$ cat src/rtl/audio_clock_regeneration_packet_gen_pkg.sv
// HDMI ACR shared types: rate codes, N / wrap tables, FSM states and subpacket builder.
// Pure definitions, no logic; imported by the meter and the packet generator top.
package hdmi_acr_pkg;

  typedef enum logic [2:0] {
    RATE_32K   = 3'd0,
    RATE_44K1  = 3'd1,
    RATE_48K   = 3'd2,
    RATE_88K2  = 3'd3,
    RATE_96K   = 3'd4,
    RATE_176K4 = 3'd5,
    RATE_192K  = 3'd6,
    RATE_RSVD  = 3'd7
  } acr_rate_e;

  // Reserved code decodes as 48 kHz.
  localparam logic [19:0] N_TABLE [0:7] = '{
    20'd4096, 20'd6272, 20'd6144, 20'd12544, 20'd12288, 20'd25088, 20'd24576, 20'd6144
  };

  localparam logic [7:0] WRAP_LEN_TABLE [0:7] = '{
    8'd32, 8'd49, 8'd48, 8'd98, 8'd96, 8'd196, 8'd192, 8'd48
  };

  typedef enum logic [1:0] {
    ST_IDLE    = 2'd0,
    ST_MEASURE = 2'd1,
    ST_LOCKED  = 2'd2
  } acr_state_e;

  localparam logic [23:0] ACR_HEADER = 24'h000001;

  function automatic logic [55:0] acr_subpacket(input logic [19:0] n, input logic [19:0] cts);
    return {n[7:0], n[15:8], 4'd0, n[19:16], cts[7:0], cts[15:8], 4'd0, cts[19:16], 8'd0};
  endfunction

endpackage

$ cat src/rtl/audio_clock_regeneration_packet_gen_cts_meter.sv
// CTS meter: counts audio ticks to N/128, measures pixel cycles between wraps, flags timeout.
// Wrap/measurement/timeout are combinational from registered counters; no backpressure.
module acr_cts_meter
  import hdmi_acr_pkg::*;
#(
  parameter int CTS_WIDTH      = 20,
  parameter int TIMEOUT_CYCLES = (2**CTS_WIDTH) - 2
) (
  input  logic                 clk_pixel,
  input  logic                 reset_n,
  input  logic                 i_restart,
  input  logic                 i_tick,
  input  logic [7:0]           i_wrap_len,
  output logic                 o_wrap,
  output logic [CTS_WIDTH-1:0] o_meas,
  output logic                 o_timeout
);

  localparam logic [CTS_WIDTH-1:0] LP_TIMEOUT_M1 = CTS_WIDTH'(TIMEOUT_CYCLES - 1);

  logic [7:0]           r_smp_cnt;
  logic [CTS_WIDTH-1:0] r_cyc_cnt;
  logic                 w_wrap;

  // >= keeps the wrap robust should the count ever sit above the window length.
  assign w_wrap    = i_tick && (r_smp_cnt >= (i_wrap_len - 8'd1));
  assign o_wrap    = w_wrap;
  assign o_meas    = r_cyc_cnt + CTS_WIDTH'(1);
  // Fires on the cycle whose edge would bring the count to TIMEOUT_CYCLES.
  assign o_timeout = !w_wrap && !i_restart && (r_cyc_cnt == LP_TIMEOUT_M1);

  always_ff @(posedge clk_pixel) begin
    if (!reset_n || i_restart) begin
      r_smp_cnt <= '0;
      r_cyc_cnt <= '0;
    end else begin
      if (w_wrap) begin
        r_smp_cnt <= '0;
      end else if (i_tick) begin
        r_smp_cnt <= r_smp_cnt + 8'd1;
      end
      if (w_wrap) begin
        r_cyc_cnt <= '0;
      end else if (r_cyc_cnt != '1) begin
        r_cyc_cnt <= r_cyc_cnt + CTS_WIDTH'(1);
      end
    end
  end

endmodule

$ cat src/rtl/audio_clock_regeneration_packet_gen.sv
// ACR packet source: lock FSM, optional CTS averaging (ACR_CTS_AVERAGE_EN), ready/ack handshake.
// 1-cycle latency from wrap to packet_ready/cts_value; packet held pending until packet_ack.
module audio_clock_regeneration_packet_gen
  import hdmi_acr_pkg::*;
#(
  parameter int VIDEO_RATE     = 25200000,
  parameter int CTS_WIDTH      = 20,
  parameter int TIMEOUT_CYCLES = (2**CTS_WIDTH) - 2
) (
  input  logic        clk_pixel,
  input  logic        reset_n,
  input  logic        sample_tick,
  input  logic [2:0]  rate_sel,
  input  logic        packet_ack,
  output logic        packet_ready,
  output logic        locked,
  output logic [19:0] n_value,
  output logic [19:0] cts_value,
  output logic [23:0] header,
  output logic [55:0] sub [3:0]
);

  acr_state_e           r_state;
  logic [2:0]           r_rate;
  logic [19:0]          r_n;
  logic [19:0]          r_pkt_n;
  logic [CTS_WIDTH-1:0] r_cts;
  logic                 r_pending;
  logic                 r_locked;

  logic                 w_rate_chg;
  logic                 w_wrap;
  logic                 w_timeout;
  logic [CTS_WIDTH-1:0] w_meas;
  logic [CTS_WIDTH-1:0] w_load_cts;
  logic                 w_hist_full;
  logic                 w_load;

  assign w_rate_chg = (rate_sel != r_rate);

  acr_cts_meter #(
    .CTS_WIDTH      (CTS_WIDTH),
    .TIMEOUT_CYCLES (TIMEOUT_CYCLES)
  ) u_meter (
    .clk_pixel  (clk_pixel),
    .reset_n    (reset_n),
    .i_restart  (w_rate_chg),
    .i_tick     (sample_tick),
    .i_wrap_len (WRAP_LEN_TABLE[r_rate]),
    .o_wrap     (w_wrap),
    .o_meas     (w_meas),
    .o_timeout  (w_timeout)
  );

`ifdef ACR_CTS_AVERAGE_EN
  localparam int LP_SW = CTS_WIDTH + 2;

  // Three stored windows plus the live measurement form the 4-entry average.
  logic [CTS_WIDTH-1:0] r_hist [0:2];
  logic [1:0]           r_hist_cnt;
  logic [LP_SW-1:0]     w_sum;
  logic                 w_push;

  assign w_push      = w_wrap && !w_rate_chg && (r_state != ST_IDLE);
  assign w_sum       = LP_SW'(r_hist[0]) + LP_SW'(r_hist[1]) + LP_SW'(r_hist[2])
                     + LP_SW'(w_meas) + LP_SW'(2);
  assign w_load_cts  = w_sum[LP_SW-1:2];
  assign w_hist_full = (r_hist_cnt == 2'd3);

  always_ff @(posedge clk_pixel) begin
    if (!reset_n || w_rate_chg || w_timeout) begin
      r_hist     <= '{default: '0};
      r_hist_cnt <= 2'd0;
    end else if (w_push) begin
      r_hist[0] <= w_meas;
      r_hist[1] <= r_hist[0];
      r_hist[2] <= r_hist[1];
      if (r_hist_cnt != 2'd3) begin
        r_hist_cnt <= r_hist_cnt + 2'd1;
      end
    end
  end
`else
  assign w_load_cts  = w_meas;
  assign w_hist_full = 1'b1;
`endif

  assign w_load = w_wrap && !w_rate_chg &&
                  ((r_state == ST_LOCKED) || ((r_state == ST_MEASURE) && w_hist_full));

  always_ff @(posedge clk_pixel) begin
    if (!reset_n) begin
      r_state   <= ST_IDLE;
      r_rate    <= RATE_48K;
      r_n       <= N_TABLE[RATE_48K];
      r_pkt_n   <= N_TABLE[RATE_48K];
      r_cts     <= '0;
      r_pending <= 1'b0;
      r_locked  <= 1'b0;
    end else begin
      r_rate <= rate_sel;
      r_n    <= N_TABLE[rate_sel];
      if (w_rate_chg) begin
        r_state   <= ST_IDLE;
        r_locked  <= 1'b0;
        r_pending <= 1'b0;
      end else begin
        if (packet_ack && r_pending) begin
          r_pending <= 1'b0;
        end
        // A load in the same cycle as an ack wins: the new packet stays pending.
        if (w_load) begin
          r_cts     <= w_load_cts;
          r_pkt_n   <= r_n;
          r_pending <= 1'b1;
        end
        if (w_timeout) begin
          r_state  <= ST_IDLE;
          r_locked <= 1'b0;
        end else if (w_wrap) begin
          case (r_state)
            ST_IDLE: r_state <= ST_MEASURE;
            ST_MEASURE: begin
              if (w_hist_full) begin
                r_state  <= ST_LOCKED;
                r_locked <= 1'b1;
              end
            end
            ST_LOCKED: r_locked <= 1'b1;
            default: begin
              r_state  <= ST_IDLE;
              r_locked <= 1'b0;
            end
          endcase
        end
      end
    end
  end

  assign packet_ready = r_pending;
  assign locked       = r_locked;
  assign n_value      = r_n;
  assign cts_value    = 20'(r_cts);
  assign header       = ACR_HEADER;

  always_comb begin
    for (int i = 0; i < 4; i++) begin
      sub[i] = acr_subpacket(r_pkt_n, cts_value);
    end
  end

  property p_cts_range;
    @(posedge clk_pixel) disable iff (!reset_n)
      w_load |-> ((64'(w_load_cts) < (64'd1 << CTS_WIDTH)) && (64'(w_load_cts) <= 64'(VIDEO_RATE)));
  endproperty
  a_cts_range: assert property (p_cts_range);

endmodule
$ cat config.mk
export PLATFORM = sky130hd
export DESIGN_NAME = audio_clock_regeneration_packet_gen
export DESIGN_NICKNAME = d
export VERILOG_FILES = /design/src/rtl/audio_clock_regeneration_packet_gen_pkg.sv /design/src/rtl/audio_clock_regeneration_packet_gen_cts_meter.sv /design/src/rtl/audio_clock_regeneration_packet_gen.sv
export SDC_FILE = /design/constraint.sdc
export NUM_CORES = 1
export LEC_CHECK = 0
export CORE_ASPECT_RATIO = 0.8
export CORE_UTILIZATION = 40
export DETAILED_ROUTE_END_ITERATION = 6
export GPL_TIMING_DRIVEN = 0
export PLACE_DENSITY = 0.83
export SETUP_SLACK_MARGIN = 0.2
export SLEW_MARGIN = 20
export SYNTH_ARGS = -nofsm -noshare
export SYNTH_HDL_FRONTEND = slang
export SYNTH_SLANG_ARGS = --single-unit
$ cat constraint.sdc
create_clock -name clk_pixel -period 7.75 [get_ports clk_pixel]
set_input_delay 0.775 -clock clk_pixel [delete_from_list [all_inputs] [get_ports clk_pixel]]
set_output_delay 0.775 -clock clk_pixel [all_outputs]
set_load 0.005 [all_outputs]
# Yosys cells after proc, flatten, opt, wreduce, memory -nomap -nowiden
# Memory sizes are Yosys's and may differ from the RTL's. A register that Yosys moved wholly into a read port is not among the register bits.
# Cells that the tools add are included.
# Widths: inputs -> output; s select.
# word_totals
ff_bits,75
romBits,224
input_bits,7
output_inout_bits,290
wordCells,53
n_memories,2
# op_classes
addsub,3
magnitude_cmp,2
n_eq_ne,5
n_mux,6
bitwise_logic,6
n_reduce_logical,21
# memory_table
memory,words,width,rd,rd_clocked_by_memory_dff,wr,line,source
(name not given),8,20,1,1,0,audio_clock_regeneration_packet_gen.sv:102,r_n <= N_TABLE[rate_sel];
(name not given),8,8,1,0,0,audio_clock_regeneration_packet_gen.sv:49,".i_wrap_len (WRAP_LEN_TABLE[r_rate]),"
# op_table
op,n
$add 20x1->20 const B,1
$eq 20x20->1 const B,1
$ne 20x20->1 const B,1
$mux 8,2
$add 8x1->8 const B,1
$ge 8x8->1,1
$not 3->4,2
$sub 8x1->8 const B,1
$logic_and 1x1->1,6
$pmux 2 s3,1
$reduce_and 2->1,3
$reduce_or 2->1,3
$ge 4x4->1 const B,1
$logic_not 1->1,4
$not 1->1,4
$ne 3x3->1,1
$reduce_or 3->1,1
$eq 2x1->1 const B,1
$eq 2x2->1 const B,1
$logic_not 2->1,1
$logic_or 1x1->1,2
$mux 1,2
$pmux 1 s2,1
$reduce_bool 2->1,1

# Longest topological paths before layout
# depth
ltp_word,11
ltp_mapped,14
ltp_nobuf,13

# Cells and area by module
# Synthesis repeated with hierarchy kept, for this count alone.
# hier_totals
cells_unflattened,642
area_unflattened_um2,5360.1
# modules_own_cells
mod,instances,cells_per_inst,area_each_um2,seq_area_each_um2
audio_clock_regeneration_packet_gen,1,444,3687.3,820.8
acr_cts_meter,1,198,1672.9,560.5

# Worst setup path before layout
# Ideal clock, no wire load.
# synth_timing
path_type,flip-flop to flip-flop
from,register r_rate[1]
to,register r_state[0]
setup_ns,0.117
t_arrival_ns,2.872
required_time_ns,7.633
setup_slack_ns,4.761
path_stages_with_launch,15
path_buffers,1
period_less_slack_ns,2.989
cell_sequence,dfxtp_1 inv_1 ha_1 nand2b_1 ha_1 inv_1 o41a_1 o21ai_0 ha_1 and3_1 a221o_1 a32o_1 buf_6 mux2i_1 a22o_1
# synth_via
elab_chain_len,11
elab_cells_between_ends,14
classes_between,add/sub (1); order compare (1); eq/ne (1); mux (2); bitwise (1); reduce/logical (7); memory (1)
# synth_rtl
element,line,source
from (decl),audio_clock_regeneration_packet_gen.sv:24,logic [2:0] r_rate;
from (signal assigned),audio_clock_regeneration_packet_gen.sv:101,r_rate <= rate_sel;
$not 3->4 (not written as such),audio_clock_regeneration_packet_gen.sv:49,
$mem_v2 8x8,-,
$mux 8 (not written as such) (2 in a row),audio_clock_regeneration_packet_gen.sv:49,
$sub 8x1->8,audio_clock_regeneration_packet_gen_cts_meter.sv:26,assign w_wrap = i_tick && (r_smp_cnt >= (i_wrap_len - 8'd1));
$ge 8x8->1,audio_clock_regeneration_packet_gen_cts_meter.sv:26,
$logic_and 1x1->1,audio_clock_regeneration_packet_gen_cts_meter.sv:26,
$logic_not 1->1,audio_clock_regeneration_packet_gen_cts_meter.sv:30,assign o_timeout = !w_wrap && !i_restart && (r_cyc_cnt == LP_TIMEOUT_M1);
$logic_and 1x1->1 (2 in a row),audio_clock_regeneration_packet_gen_cts_meter.sv:30,
$reduce_or 3->1 (no line),-,
to (signal assigned),audio_clock_regeneration_packet_gen.sv:93,r_state <= ST_IDLE;
to (signal assigned),audio_clock_regeneration_packet_gen.sv:104,r_state <= ST_IDLE;
to (signal assigned),audio_clock_regeneration_packet_gen.sv:118,r_state <= ST_IDLE;
to (decl),audio_clock_regeneration_packet_gen.sv:23,acr_state_e r_state;
# Several ways; a longest one is shown, not always the timed one. The select of a mux whose other input is x is not followed.
# A chain may end at the register's enable or synchronous reset.

# Worst setup path in the final report
# layout_timing
from,register r_rate[1]
to,register u_meter.r_cyc_cnt[11]
# layout_via
elab_chain_len,8
elab_cells_between_ends,10
classes_between,add/sub (1); order compare (1); eq/ne (1); mux (2); bitwise (1); reduce/logical (3); memory (1)
# layout_rtl
element,line,source
$not 3->4 (not written as such),audio_clock_regeneration_packet_gen.sv:49,
$mem_v2 8x8,-,
$mux 8 (not written as such) (2 in a row),audio_clock_regeneration_packet_gen.sv:49,
$sub 8x1->8,audio_clock_regeneration_packet_gen_cts_meter.sv:26,
$ge 8x8->1,audio_clock_regeneration_packet_gen_cts_meter.sv:26,
$logic_and 1x1->1,audio_clock_regeneration_packet_gen_cts_meter.sv:26,
$reduce_or 2->1 (no line) (*),-,
to (signal assigned),audio_clock_regeneration_packet_gen_cts_meter.sv:45,r_cyc_cnt <= r_cyc_cnt + CTS_WIDTH'(1);
to (decl),audio_clock_regeneration_packet_gen_cts_meter.sv:22,logic [CTS_WIDTH-1:0] r_cyc_cnt;
# Every way passes the cells marked *; elsewhere a longest branch is shown, timed or not. The select of a mux whose other input is x is not followed.

==> flow_summary.toml <==
[timing]
hold_viol = 0
fin_tns_setup_ns = 0
fin_crit_sh_pct = 44.8
tightestPinTransition_ns = 0.648
setup_viol = 0
fmax_mhz = 288
clock_skew_ns = 0.00568
holdWs_ns = 0.470
rsz0062_at_grt = "no"
slew_viol_final = 0
period_minus_slack_ns = 3.47
relSlewSlack_pct = 56.8

[status]
outcome = "completed"

[worst_hold_path]
hold_path.class = "reg2reg"

[global_route]
grt-ovfl-total = 0
grt_max_degree = 14
grt_util_all_layers_pct = 16.3
grt_pass1_vias = 3750
grt_pass1_wl_um = 17700
grt_antenna_before_repair = 0

[clocking]
root_buffer = "clkbuf_16"
clock_path_buffers = 2
clk_pin_slew_ns = 0.06
cts_sinks = 69
cts_resized = 0
post_cts_buffers = 0
clock_latency_ns = 0.33
cts_tree = "done"
hold_buffers = 0
h-tree-depth = 3
numCtsBuffers = 9

[layout]
area_growth_pct = 48.2
final_util_pct = 60.6
drive_gt1_share_pct = 32.6
nets = 942
stdcell_area_um2 = 7780
antennaDiodeCount = 0

[yosys]
synth-edff-count = 0
synth-async-reset-ratio_pct = 0
synth_top_flop_cell = "dfxtp_1"
ys_seq_area_share_pct = 26.3
synth.avg_cell_area_um2 = 8.60
syn_area_um2 = 5250
syn_inst = 610
yosys_warnings = 0
ys_types = 49
ys_seq_elements = 69

[setup_path]
critPathRequiredTime_ns = 8.00
cp-start-kind = "register"
cp_max_fo = 10
endpoint_kind = "register"
worstPathArrival_ns = 3.73
path_class = "reg2reg"

[pwr]
power_frac_comb_pct = 12.3
clkPwrFrac_pct = 48.1
seq_power_share_pct = 39.6
power.density_nw_per_um2 = 117
switchingPower_w = 0.000207
vdd_ir_drop_max_mv = 0.108
p_sw_share_pct = 22.7
p_leak_nw = 3.73
p_int_w = 0.000704

[die]
die_w_um = 130
die_area_um2 = 13600
ioPinCount = 297
rows = 37
coreArea_um2 = 12800
die_h_um = 104
initial_utilization_pct = 40.9

[routing]
drtAntennaViolNets = 0
drcViolationCount = 0
drtPass1Iterations = 4
vias = 4288
drt_iter0_markers = 146
routedWlPerCell_um = 10.3
finalWirelength_um = 11200
vias_per_cell = 3.92

[job]
cap_violations = 0

[placed_design]
place_hpwl_um = 9040
place_area_um2 = 7450
gp_congestion = 0.802
io_buffer_count = 142
-- path summary, 6_finish.rpt --
kind | startpoint | end | slack (ns) | depth (start not counted)
worst min-delay path | n_value[14]$_SDFF_PP0_ | r_pkt_n[14]$_SDFFE_PN0P_ | 0.47 | 2
worst max-delay path | r_rate[1]$_SDFF_PN1_ | u_meter.r_cyc_cnt[11]$_SDFFE_PP0P_ | 4.28 | 14
worst min register to register | n_value[14]$_SDFF_PP0_ | r_pkt_n[14]$_SDFFE_PN0P_ | 0.47 | 2
worst max register to register | r_rate[1]$_SDFF_PN1_ | u_meter.r_cyc_cnt[11]$_SDFFE_PP0P_ | 4.28 | 14
-- per-layer routing --
metal / GRT usage [%] / wire, um / vias to the layer above
met3: 4.53 / 885 / 7
met1: 19.5 / 4810 / 1877
li1: - / - / 2238
met4: 4.24 / 78 / 0
met2: 28.3 / 5470 / 166
met5: 0 / 0 / -
-- critical path, cell delays in order (launching register included) --
cell and delay [ns]:
dfxtp_1 0.40, inv_1 0.08, ha_1 0.24, nand2b_1 0.12, ha_1 0.15, inv_1 0.05, o41a_1 0.35, o21ai_0 0.22
ha_1 0.29, and3_1 0.16, a221o_1 0.40, a32oi_4 0.30, nand3_4 0.21, buf_2 0.26, a21oi_1 0.15
-- cell usage in the layout, fill, tap and decap left out, types with 10 or more instances in the layout --
cell | synthesis | routed
nand2_1 | 16 | 16
xnor2_1 | 13 | 13
a211oi_2 | 10 | 10
nor3_1 | 13 | 13
ha_1 | 21 | 21
xor2_1 | 14 | 14
nor2_1 | 24 | 24
conb_1 | 2 | 153
a21oi_1 | 38 | 38
clkdlybuf4s50_1 | 0 | 142
o21ai_0 | 14 | 14
nand3_1 | 22 | 22
buf_4 | 256 | 256
inv_1 | 11 | 11
dfxtp_1 | 69 | 69
-- state kept, by name (all words and copies together), names as in the netlist --
name,count
r_pkt_n,7
r_state,2
locked,1
n_value,7
u_meter.r_cyc_cnt,20
r_rate,3
u_meter.r_smp_cnt,8
cts_value,20
packet_ready,1
-- metrics by stage --
stage	cells	power, W	setup WS [ns]
after floorplan	761	0.000462	4.76
final	1094	0.000911	4.28
after global routing	1094	0.000950	4.04
after CTS	1094	0.000914	4.30
after detailed placement	1078	0.000476	4.38
after global placement	1078	0.000475	4.41
-- power by group through the flow --
stage	Sequential, W	Clock (W)	Combinational, W
6_report	0.000360	0.000438	0.000112
5_1_grt	0.000361	0.000464	0.000125
4_1_cts	0.000360	0.000446	0.000108
3_5_place_dp	0.000368	0	0.000108
3_3_place_gp	0.000368	0	0.000107
2_1_floorplan	0.000368	0	0.0000941
-- cell type report --
class | count | area, um^2
Buffer | 273 | 2030
Clock buffer | 9 | 225
Clock inverter | 7 | 97.6
Fill cell | 1094 | 5050
Inverter | 12 | 45.0
Multi-Input combinational cell | 407 | 2350
Sequential cell | 69 | 1380
Tap cell | 175 | 219
Timing Repair Buffer | 142 | 1420
-- cell usage after synthesis (all sizes together) (3+ instances only) --
cell      n  share of area (%)
clkbuf    5               0.36
ha       21                5.0
inv      11               0.79
xnor2    13                2.2
nor4      3               0.36
and3      5               0.60
nand3    23                2.4
xor2     14                2.3
nand2    16                1.1
nand2b    6               0.72
and2      4               0.48
buf     268                 38
o21ai    14                1.3
mux2i     4               0.76
and4      4               0.67
a21oi    38                3.6
nand4     5               0.72
a21o      3               0.43
nor3     14                1.6
a211oi   19                3.7
nor2     25                1.8
dfxtp    69                 26
-- cells by family (layout without fill, tap and decap cells) --
| family | Yosys count | in the layout | synth area share, % |
|---|---|---|---|
| compound gates | 87 | 87 | 11.6 |
| xor+xnor | 27 | 27 | 4.51 |
| fa+ha+maj | 21 | 21 | 5.01 |
| buf+inv | 285 | 443 | 39.6 |
| flops | 69 | 69 | 26.3 |
| mux | 4 | 4 | 0.763 |
| other cells | 2 | 153 | 0.143 |
| simple gates | 115 | 115 | 12.0 |
(Power assumes the default switching activity.)
